[config.mk]
export PLATFORM = sky130hd
export DESIGN_NAME = pipelined_prefix_adder
export DESIGN_NICKNAME = d
export VERILOG_FILES = /design/src/rtl/ppa_pkg.sv /design/src/rtl/ppa_black_cell.sv /design/src/rtl/pipelined_prefix_adder.sv
export SDC_FILE = /design/constraint.sdc
export NUM_CORES = 1
export LEC_CHECK = 0
export ABC_AREA = 1
export CAP_MARGIN = 20
export CORE_ASPECT_RATIO = 0.5
export CORE_MARGIN = 2
export CORE_UTILIZATION = 55
export CTS_CLUSTER_DIAMETER = 120
export DETAILED_ROUTE_END_ITERATION = 10
export GPL_ROUTABILITY_DRIVEN = 0
export PLACE_DENSITY = 0.75
export RECOVER_POWER = 25
export SETUP_SLACK_MARGIN = 0.3
export SLEW_MARGIN = 20
export SYNTH_ARGS = -nofsm -noshare
export SYNTH_HDL_FRONTEND = slang
export SYNTH_HIERARCHICAL = 1
export SYNTH_SLANG_ARGS = --single-unit
[constraint.sdc]
create_clock -name clk -period 6.75 [get_ports clk]
set_input_delay 1.0125 -clock clk [delete_from_list [all_inputs] [get_ports clk]]
set_output_delay 1.0125 -clock clk [all_outputs]
set_load 0.005 [all_outputs]
[src/rtl/ppa_pkg.sv]
// ppa_pkg: shared types and helpers for the pipelined Kogge-Stone adder
//   pg_t            generate/propagate pair for one prefix node
//   clog2_ceil      ceil(log2(v))
//   num_stages      prefix pipeline stages for a width and register spacing
//   pg_combine      prefix operator: G = Gh | (Ph & Gl), P = Ph & Pl
package ppa_pkg;

    typedef struct packed {
        logic g;
        logic p;
    } pg_t;

    function automatic int clog2_ceil(input int v);
        int r;
        r = 0;
        for (int i = 0; i < 32; i++) if ((1 << r) < v) r++;
        return r;
    endfunction

    function automatic int num_stages(input int width, input int reg_every);
        return (clog2_ceil(width) + reg_every - 1) / reg_every;
    endfunction

    function automatic pg_t pg_combine(input pg_t hi, input pg_t lo);
        return '{g: hi.g | (hi.p & lo.g), p: hi.p & lo.p};
    endfunction

endpackage

[src/rtl/ppa_black_cell.sv]
// ppa_black_cell: single Kogge-Stone prefix node
//   hi  in   pg pair of the more significant span
//   lo  in   pg pair of the less significant span
//   o   out  combined pg pair
module ppa_black_cell
    import ppa_pkg::*;
(
    input  pg_t hi,
    input  pg_t lo,
    output pg_t o
);
    assign o = pg_combine(hi, lo);
endmodule

[src/rtl/pipelined_prefix_adder.sv]
// pipelined_prefix_adder: pipelined Kogge-Stone adder/subtractor with valid/ready on both sides
//   clk, rst_n (sync, active-low)
//   in_valid/in_ready, in_a, in_b, in_cin, in_sub, in_tag       operation input
//   out_valid/out_ready, out_sum, out_cout, out_ovf, out_zero, out_tag   result output
//   in_sat (only with PPA_SATURATE_EN defined): clamp sum on signed overflow
module pipelined_prefix_adder
    import ppa_pkg::*;
#(
    parameter int WIDTH     = 32,
    parameter int REG_EVERY = 2,
    parameter int TAG_W     = 4
) (
    input  logic             clk,
    input  logic             rst_n,
    input  logic             in_valid,
    output logic             in_ready,
    input  logic [WIDTH-1:0] in_a,
    input  logic [WIDTH-1:0] in_b,
    input  logic             in_cin,
    input  logic             in_sub,
    input  logic [TAG_W-1:0] in_tag,
`ifdef PPA_SATURATE_EN
    input  logic             in_sat,
`endif
    output logic             out_valid,
    input  logic             out_ready,
    output logic [WIDTH-1:0] out_sum,
    output logic             out_cout,
    output logic             out_ovf,
    output logic             out_zero,
    output logic [TAG_W-1:0] out_tag
);
    localparam int L = clog2_ceil(WIDTH);
    localparam int N = num_stages(WIDTH, REG_EVERY);

    logic [N:0]       v;
    logic [N:0]       ld;
    logic [WIDTH-1:0] a_q;
    logic [WIDTH-1:0] b_q;
    logic             c0_q;
    logic [TAG_W-1:0] tag0;
    logic             sat0;
    logic             sat_i;
    pg_t              init [0:WIDTH];
    pg_t              fin  [0:WIDTH];
    logic [WIDTH-1:0] p_fin;
    logic [WIDTH-1:0] carry;
    logic [WIDTH-1:0] sum_w;
    logic [WIDTH-1:0] res;
    logic [TAG_W-1:0] tag_fin;
    logic             sat_fin;
    logic             cout_w;
    logic             ovf_w;

`ifdef PPA_SATURATE_EN
    assign sat_i = in_sat;
`else
    assign sat_i = 1'b0;
`endif

    // A stage can load when it or any stage downstream of it is empty, or the output drains.
    for (genvar k = 0; k <= N; k++) begin : g_ld
        assign ld[k] = out_ready || !(&v[N:k]);
    end

    assign in_ready  = ld[0];
    assign out_valid = v[N];

    always_ff @(posedge clk) begin
        if (!rst_n) begin
            v        <= '0;
            out_sum  <= '0;
            out_cout <= 1'b0;
            out_ovf  <= 1'b0;
            out_zero <= 1'b0;
            out_tag  <= '0;
        end else begin
            if (ld[0]) v[0] <= in_valid;
            for (int k = 1; k <= N; k++) if (ld[k]) v[k] <= v[k-1];
            if (ld[N] && v[N-1]) begin
                out_sum  <= res;
                out_cout <= cout_w;
                out_ovf  <= ovf_w;
                out_zero <= ~|res;
                out_tag  <= tag_fin;
            end
        end
    end

    always_ff @(posedge clk) begin
        if (ld[0] && in_valid) begin
            a_q  <= in_a;
            b_q  <= in_sub ? ~in_b : in_b;
            c0_q <= in_sub | in_cin;
            tag0 <= in_tag;
            sat0 <= sat_i;
        end
    end

    // Index 0 is the carry-in as a bit -1 generate; index i+1 is operand bit i.
    always_comb begin
        init[0] = '{g: c0_q, p: 1'b0};
        for (int i = 0; i < WIDTH; i++) init[i+1] = '{g: a_q[i] & b_q[i], p: a_q[i] ^ b_q[i]};
    end

    for (genvar l = 0; l < L; l++) begin : g_lvl
        pg_t src [0:WIDTH];
        pg_t nxt [0:WIDTH];
        if (l == 0) begin : g_src
            assign src = init;
        end else if (l % REG_EVERY == 0) begin : g_src
            assign src = g_stg[l / REG_EVERY].pg_r;
        end else begin : g_src
            assign src = g_lvl[l-1].nxt;
        end
        for (genvar i = 0; i <= WIDTH; i++) begin : g_node
            if (i >= (1 << l)) begin : g_bc
                ppa_black_cell u_bc (.hi(src[i]), .lo(src[i - (1 << l)]), .o(nxt[i]));
            end else begin : g_pass
                assign nxt[i] = src[i];
            end
        end
    end

    for (genvar s = 1; s < N; s++) begin : g_stg
        pg_t              pg_r [0:WIDTH];
        logic [WIDTH-1:0] p_r;
        logic [TAG_W-1:0] tag_r;
        logic             sat_r;
        logic [WIDTH-1:0] p_in;
        logic [TAG_W-1:0] tag_in;
        logic             sat_in;
        if (s == 1) begin : g_in
            assign p_in   = a_q ^ b_q;
            assign tag_in = tag0;
            assign sat_in = sat0;
        end else begin : g_in
            assign p_in   = g_stg[s-1].p_r;
            assign tag_in = g_stg[s-1].tag_r;
            assign sat_in = g_stg[s-1].sat_r;
        end
        always_ff @(posedge clk) begin
            if (ld[s] && v[s-1]) begin
                pg_r  <= g_lvl[s*REG_EVERY-1].nxt;
                p_r   <= p_in;
                tag_r <= tag_in;
                sat_r <= sat_in;
            end
        end
    end

    if (N == 1) begin : g_fin
        assign p_fin   = a_q ^ b_q;
        assign tag_fin = tag0;
        assign sat_fin = sat0;
    end else begin : g_fin
        assign p_fin   = g_stg[N-1].p_r;
        assign tag_fin = g_stg[N-1].tag_r;
        assign sat_fin = g_stg[N-1].sat_r;
    end

    // fin[j] spans bits -1..j-1, i.e. the carry into bit j; fin[WIDTH] spans bits 0..WIDTH-1 only.
    assign fin = g_lvl[L-1].nxt;

    always_comb begin
        for (int j = 0; j < WIDTH; j++) carry[j] = fin[j].g;
    end

    assign sum_w  = p_fin ^ carry;
    assign cout_w = fin[WIDTH].g | (fin[WIDTH].p & fin[0].g);
    assign ovf_w  = carry[WIDTH-1] ^ cout_w;
    // Wrapped MSB 1 means positive overflow (clamp to max), MSB 0 means negative (clamp to min).
    assign res    = (sat_fin && ovf_w) ? {~sum_w[WIDTH-1], {(WIDTH-1){sum_w[WIDTH-1]}}} : sum_w;

endmodule

Word level (Yosys, flattened, before mapping)
Index checks and enable logic that the tools add are counted.
Widths: inputs -> output; s select.
{ "word_totals": {"ff_bits": 296, "input_bits": 74, "wordCells": 589} }
{ "classes": {"n_mux": 1, "n_bitwise": 442, "n_reduce_logical": 17} }
{ "ops": {"columns": ["cell", "count"], "rows": [
  ["$and 1x1->1", 270],
  ["$or 1x1->1", 136],
  ["$xor 32x32->32", 2],
  ["$xor 1x1->1", 33],
  ["$mux 32", 1],
  ["$not 32->32", 1],
  ["$reduce_or 32->1", 1],
  ["$logic_not 1->1", 5],
  ["$logic_and 1x1->1", 4],
  ["$logic_or 1x1->1", 4],
  ["$reduce_and 4->1", 1],
  ["$reduce_and 3->1", 1],
  ["$reduce_and 2->1", 1]
]} }

Logic depth before layout (Yosys ltp)
Gate-level depths: netlist of the first run.
{ "depth": {"depth_word": 5, "ltp_mapped": 9} }

Hierarchy
The synthesis of the first run kept the hierarchy.
{ "modules_own_cells": {"columns": ["mod", "n_inst", "cells_each", "area_each_um2"], "rows": [
  ["pipelined_prefix_adder", 1, 610, 10852.9],
  ["ppa_black_cell", 134, 5, 18.8]
]} }

Least setup slack after synthesis of the first run
OpenSTA, ideal clock, no wires.
{ "synth_timing": {"path_type": "input port to flip-flop", "startpoint": "input out_ready", "endpoint": "register, netlist name g_lvl[2].nxt[58]", "setup_ps": 563, "arrival_time_ps": 5512, "required_ps": 6187, "slack_ps": 674, "stages": 6, "n_path_buf": 0, "path_cell_list": "inv_1 nand2_4 nor2_4 inv_2 nor2_4 nor2_1"} }
{ "synth_lines": {"columns": ["element", "line", "source"], "rows": [
  ["start: declaration", "pipelined_prefix_adder.sv:26", "input logic out_ready,"]
]} }

Worst setup path after layout of the first run
{ "layout_timing": {"startpoint": "input out_ready", "endpoint": "output in_ready"} }
{ "layout_between": {"elab_chain_cells": 1} }
{ "layout_lines": {"columns": ["element", "line", "source"], "rows": [
  ["$logic_or 1x1->1", "pipelined_prefix_adder.sv:63", "assign ld[k] = out_ready || !(&v[N:k]);"],
  ["end: declaration", "pipelined_prefix_adder.sv:16", "output logic in_ready,"]
]} }
Every way passes these cells.

==> run metrics, run 1 <==
status complete, no violations; Hold Startpoint g_stg[1].p_r[30]; WL final 24800 um; Buffers & Inverters on Critical Path 6; Fmax achieved 279 MHz; FF-to-FF path depth 7; vias in the first global route 7912; Detailed Place HPWL 18100 um; Max Root-Sink Buffers 3; Peak VDD IR 152 uV; finished layout cell area 0.0149 mm2; Worst-Skew Late Latency 0.52 ns; CP arrival 2.57 ns; Max Clock Skew 0.0122 ns; GRT Total Usage 0.212; fin crit period 3.58 ns; worst-margin pin slew 1.00 ns; worst hold path type reg -> reg; setup slack, reg-to-reg 4.51 ns; CTS tree yes; RSZ-0062 raised after global routing no; Max FO, Critical Path 3; CP top delay family buffers and inverters; Syn Std Cell Area 0.0126 mm2; DRC 0; crit path cell chain clkdlybuf4s50_1 -> inv_1 -> nand2_4 -> nor2_4 -> inv_2 -> nor2_4 -> inv_2 -> nor2_4 -> inv_2 -> clkdlybuf4s50_1; most frequent cells in the layout nand2_1 (430), inv_1 (262), edfxtp_1 (253); path type of the worst setup path in -> out; vias per inst 4.84; RR Startpoint v[3]; area post-placement 0.0141 mm2; Fillers 1710; Final setup viols 0; total power 3.96 mW; H-tree depth 1; TritonCTS Buffers 27; CP max-delay cell clkdlybuf4s50_1; Slew Limit Fails 0; Net Count, Synth 1305; Overflow after GRT 0; Die X 218 um; crit share post-route 0.530; Layout area overhead 18.4%; Core Area 0.0226 mm2; Clock Sinks 296; row count 39; hold-fix buffers at CTS 0; largest net degree at the start of global routing 72; WHS Path Cells 0; Mapped Cells 1199; Hold Path End g_stg[2].p_r[30]; Avg Cell Area, Syn 10.5 um2; initial detailed-routing violation count 887; CTS resizes 0; Slew headroom 0.331; setup total negative slack 0 ns; First-pass DRT Iterations 6; Pleak 6.86 nW; CP required 5.74 ns; clock-pin slew on the worst setup and hold paths 0.06 ns; post-route ant nets 0; slowest cell delay on critical path 0.43 ns; total number of vias 8037; Warnings, synthesis 6; Routed WL per cell 15.0 um; setup bufs post-CTS 0; Max-cap violations 0; layout cell share with drive strength beyond 1 0.0437; CTS root buf clkbuf_16; Top Ports 115; nets 1437; most common cell after layout, fill and taps aside nand2_1; initial core utilization 0.556; CP startpoint kind input port; die height 111 um; pwr dens 265 mW/mm2; Die Area 0.0242 mm2; initial antenna violation count 0; CP Capture Type output pin; R2R Path End g_lvl[2].src[27]; Final Hold Viols 0; Buffers on Ports 114; global-route wire length before repair 40100 um
==> worst max-delay path by stage <==
stage,from,end,depth (start not counted)
floorplan,out_ready,g_lvl[2].nxt[59],6
finish,out_ready,in_ready,10
global placement,out_ready,in_ready,10
CTS,out_ready,in_ready,10
detailed placement,out_ready,in_ready,10
global route,out_ready,in_ready,10
==> routing by layer <==
layer  GRT usage  vias up  share of wire  routed length (um)
met4      0.0449        0          0.017                 418
met5           0        -              0                   0
met1       0.333     3689           0.48               11900
met3      0.0359       36          0.090                2240
li1            -     3993              -                   -
met2       0.312      319           0.42               10300
==> report_power, final <==
part | switching [mW] | internal (mW)
registers | 0.0482 | 2.11
logic | 0.214 | 0.139
clock network | 0.629 | 0.822
total | 0.891 | 3.07
==> registers in the layout (all words and copies together) (netlist names) <==
register      flops
g_lvl.src        92
g_stg.p_r        64
a_q              32
b_q              32
out_sum          32
carry            16
g_stg.tag_r       8
g_lvl.nxt         4
g_stg.tag_in      4
out_tag           4
v                 4
c0_q              1
out_cout          1
out_ovf           1
out_zero          1
==> through the flow <==
stage / worst slack [ns] / hold slack (ns) / instances / util
final: 3.17 / 0.415 / 1659 / 0.658
after global routing: 3.07 / 0.425 / 1658 / 0.658
after CTS: 3.14 / 0.416 / 1658 / 0.658
after detailed placement: 3.15 / 0.405 / 1609 / 0.621
after global placement: 3.17 / 0.401 / 1609 / 0.621
after floorplan: 0.805 / 0.400 / 1199 / -
==> final cells by class <==
type,count,area [um2],share of cell area
Clock buffer,38,758,0.0509
Timing Repair Buffer,119,1170,0.0787
Tap cell,307,384,0.0258
Antenna cell,1,2.50,0.000168
Multi-Input combinational cell,620,3050,0.204
Clock inverter,11,81.3,0.00546
Sequential cell,296,8460,0.567
Inverter,267,1000,0.0672
(Power assumes the default switching activity.)
==> run 2: changes to the inputs <==
==> constraint.sdc (replaced) <==
create_clock -name clk -period 3.6 [get_ports clk]
set_input_delay 0.54 -clock clk [delete_from_list [all_inputs] [get_ports clk]]
set_output_delay 0.54 -clock clk [all_outputs]
set_load 0.005 [all_outputs]
==> run metrics, run 2 (same netlist as run 1, synthesis figures left out) <==
Logic pwr share 0.092; global-route wire length before repair 39200 um; Pleak 6.84 nW; GRT Total Usage 0.210; Worst-Skew Late Latency 0.54 ns; Overflow after GRT 0; clock-pin slew on the worst setup and hold paths 0.06 ns; crit share post-route 0.735; final core occ 0.658; largest net degree at the start of global routing 87; die height 111 um; slowest cell delay on critical path 0.44 ns; fin crit period 2.64 ns; WL final 24800 um; max reg flops 92; nets 1437; most frequent cells in the layout nand2_1 (430), inv_1 (262), edfxtp_1 (253); CP Capture Type output pin; Max FO, Critical Path 3; Final setup viols 0; DRC 0; Max-cap violations 0; CP top delay family buffers and inverters; most common cell after layout, fill and taps aside nand2_1; Psw 1.66 mW; Max Root-Sink Buffers 3; CP max-delay cell clkdlybuf4s50_1; Fillers 1712; CTS resizes 0; Cell Int Power 5.63 mW; hold-fix buffers at CTS 0; TritonCTS Buffers 26; crit path cell chain clkdlybuf4s50_1 -> inv_1 -> nand2_4 -> nor2_4 -> inv_2 -> nor2_4 -> inv_2 -> nor2_4 -> inv_2 -> clkdlybuf4s50_1; Layout Cells excl Fill 1656; total number of vias 7887; Peak VDD IR 301 uV; vias per inst 4.76; initial antenna violation count 0; Top Ports 115; path type of the worst setup path in -> out; Buffers on Ports 114; RSZ-0062 raised after global routing no; row count 39; setup bufs post-CTS 0; Final Hold Viols 0; Buffers & Inverters on Critical Path 6; initial detailed-routing violation count 694; H-tree depth 1; layout cell share with drive strength beyond 1 0.0393; Slew Limit Fails 0; Switching Fraction 0.228; clock network power share 0.355; CTS tree yes; Die Area 0.0242 mm2; pwr dens 489 mW/mm2; post-route ant nets 0; status complete, no violations; CTS root buf clkbuf_16; Detailed Place HPWL 18100 um; CP required 3.06 ns; Max Clock Skew 0.0274 ns; worst-margin pin slew 1.01 ns; Fmax achieved 378 MHz; Core Area 0.0226 mm2; diodes inserted 0; vias in the first global route 7588; setup total negative slack 0 ns; part of the power in registers 0.554; CP arrival 2.10 ns; Slew headroom 0.325; Layout area overhead 18.3%; First-pass DRT Iterations 5; Clock Sinks 296; worst hold path type reg -> reg; Routed WL per cell 15.0 um; Die X 218 um; placed cells 1610; CP startpoint kind input port; initial core utilization 0.556
## run 2: per-stage QoR
| stage | setup WS (ns) | hold WS [ns] | power, mW | cell area [um2] |
|---|---|---|---|---|
| global placement | 0.963 | 0.401 | 4.76 | 14100 |
| finish | 0.955 | 0.419 | 7.29 | 14900 |
| CTS | 0.937 | 0.421 | 7.34 | 14900 |
| detailed placement | 0.945 | 0.405 | 4.78 | 14100 |
| floorplan | 0.460 | 0.400 | 4.49 | 12600 |
| global route | 0.861 | 0.427 | 7.58 | 14900 |
## run 2: final cells by class
type / count / area, um2 / area share
flip-flops and latches: 296 / 8460 / 0.568
multi-input cells: 620 / 3050 / 0.204
repair buffers: 120 / 1230 / 0.0827
inverters: 267 / 1000 / 0.0673
clock buffers: 41 / 748 / 0.0502
well taps: 307 / 384 / 0.0258
clock inverters: 5 / 23.8 / 0.00160
## run 2: routing by layer
layer  track usage  part of all wire  vias to the layer above
li1              -                 -                     3984
met1         0.332              0.49                     3594
met2         0.305              0.41                      272
met3        0.0403             0.089                       37
met4        0.0376             0.014                        0
met5             0                 0                        -
## run 2: worst paths after layout
check	cells after the start	slack (ns)	end	startpoint
setup / recovery	10	0.96	in_ready	out_ready
hold / removal	0	0.42	g_stg[2].p_r[1]	g_stg[1].p_r[1]
setup reg to reg	6	1.71	g_lvl[2].src[36]	v[3]
hold reg to reg	0	0.42	g_stg[2].p_r[1]	g_stg[1].p_r[1]
## run 2: power groups by stage
stage               clock network [mW]  registers, mW  logic, mW
finish                            2.59           4.04      0.667
global route                      2.76           4.05      0.763
CTS                               2.63           4.04      0.678
detailed placement                   0           4.11      0.672
global placement                     0           4.10      0.655
floorplan                            0           4.07      0.417
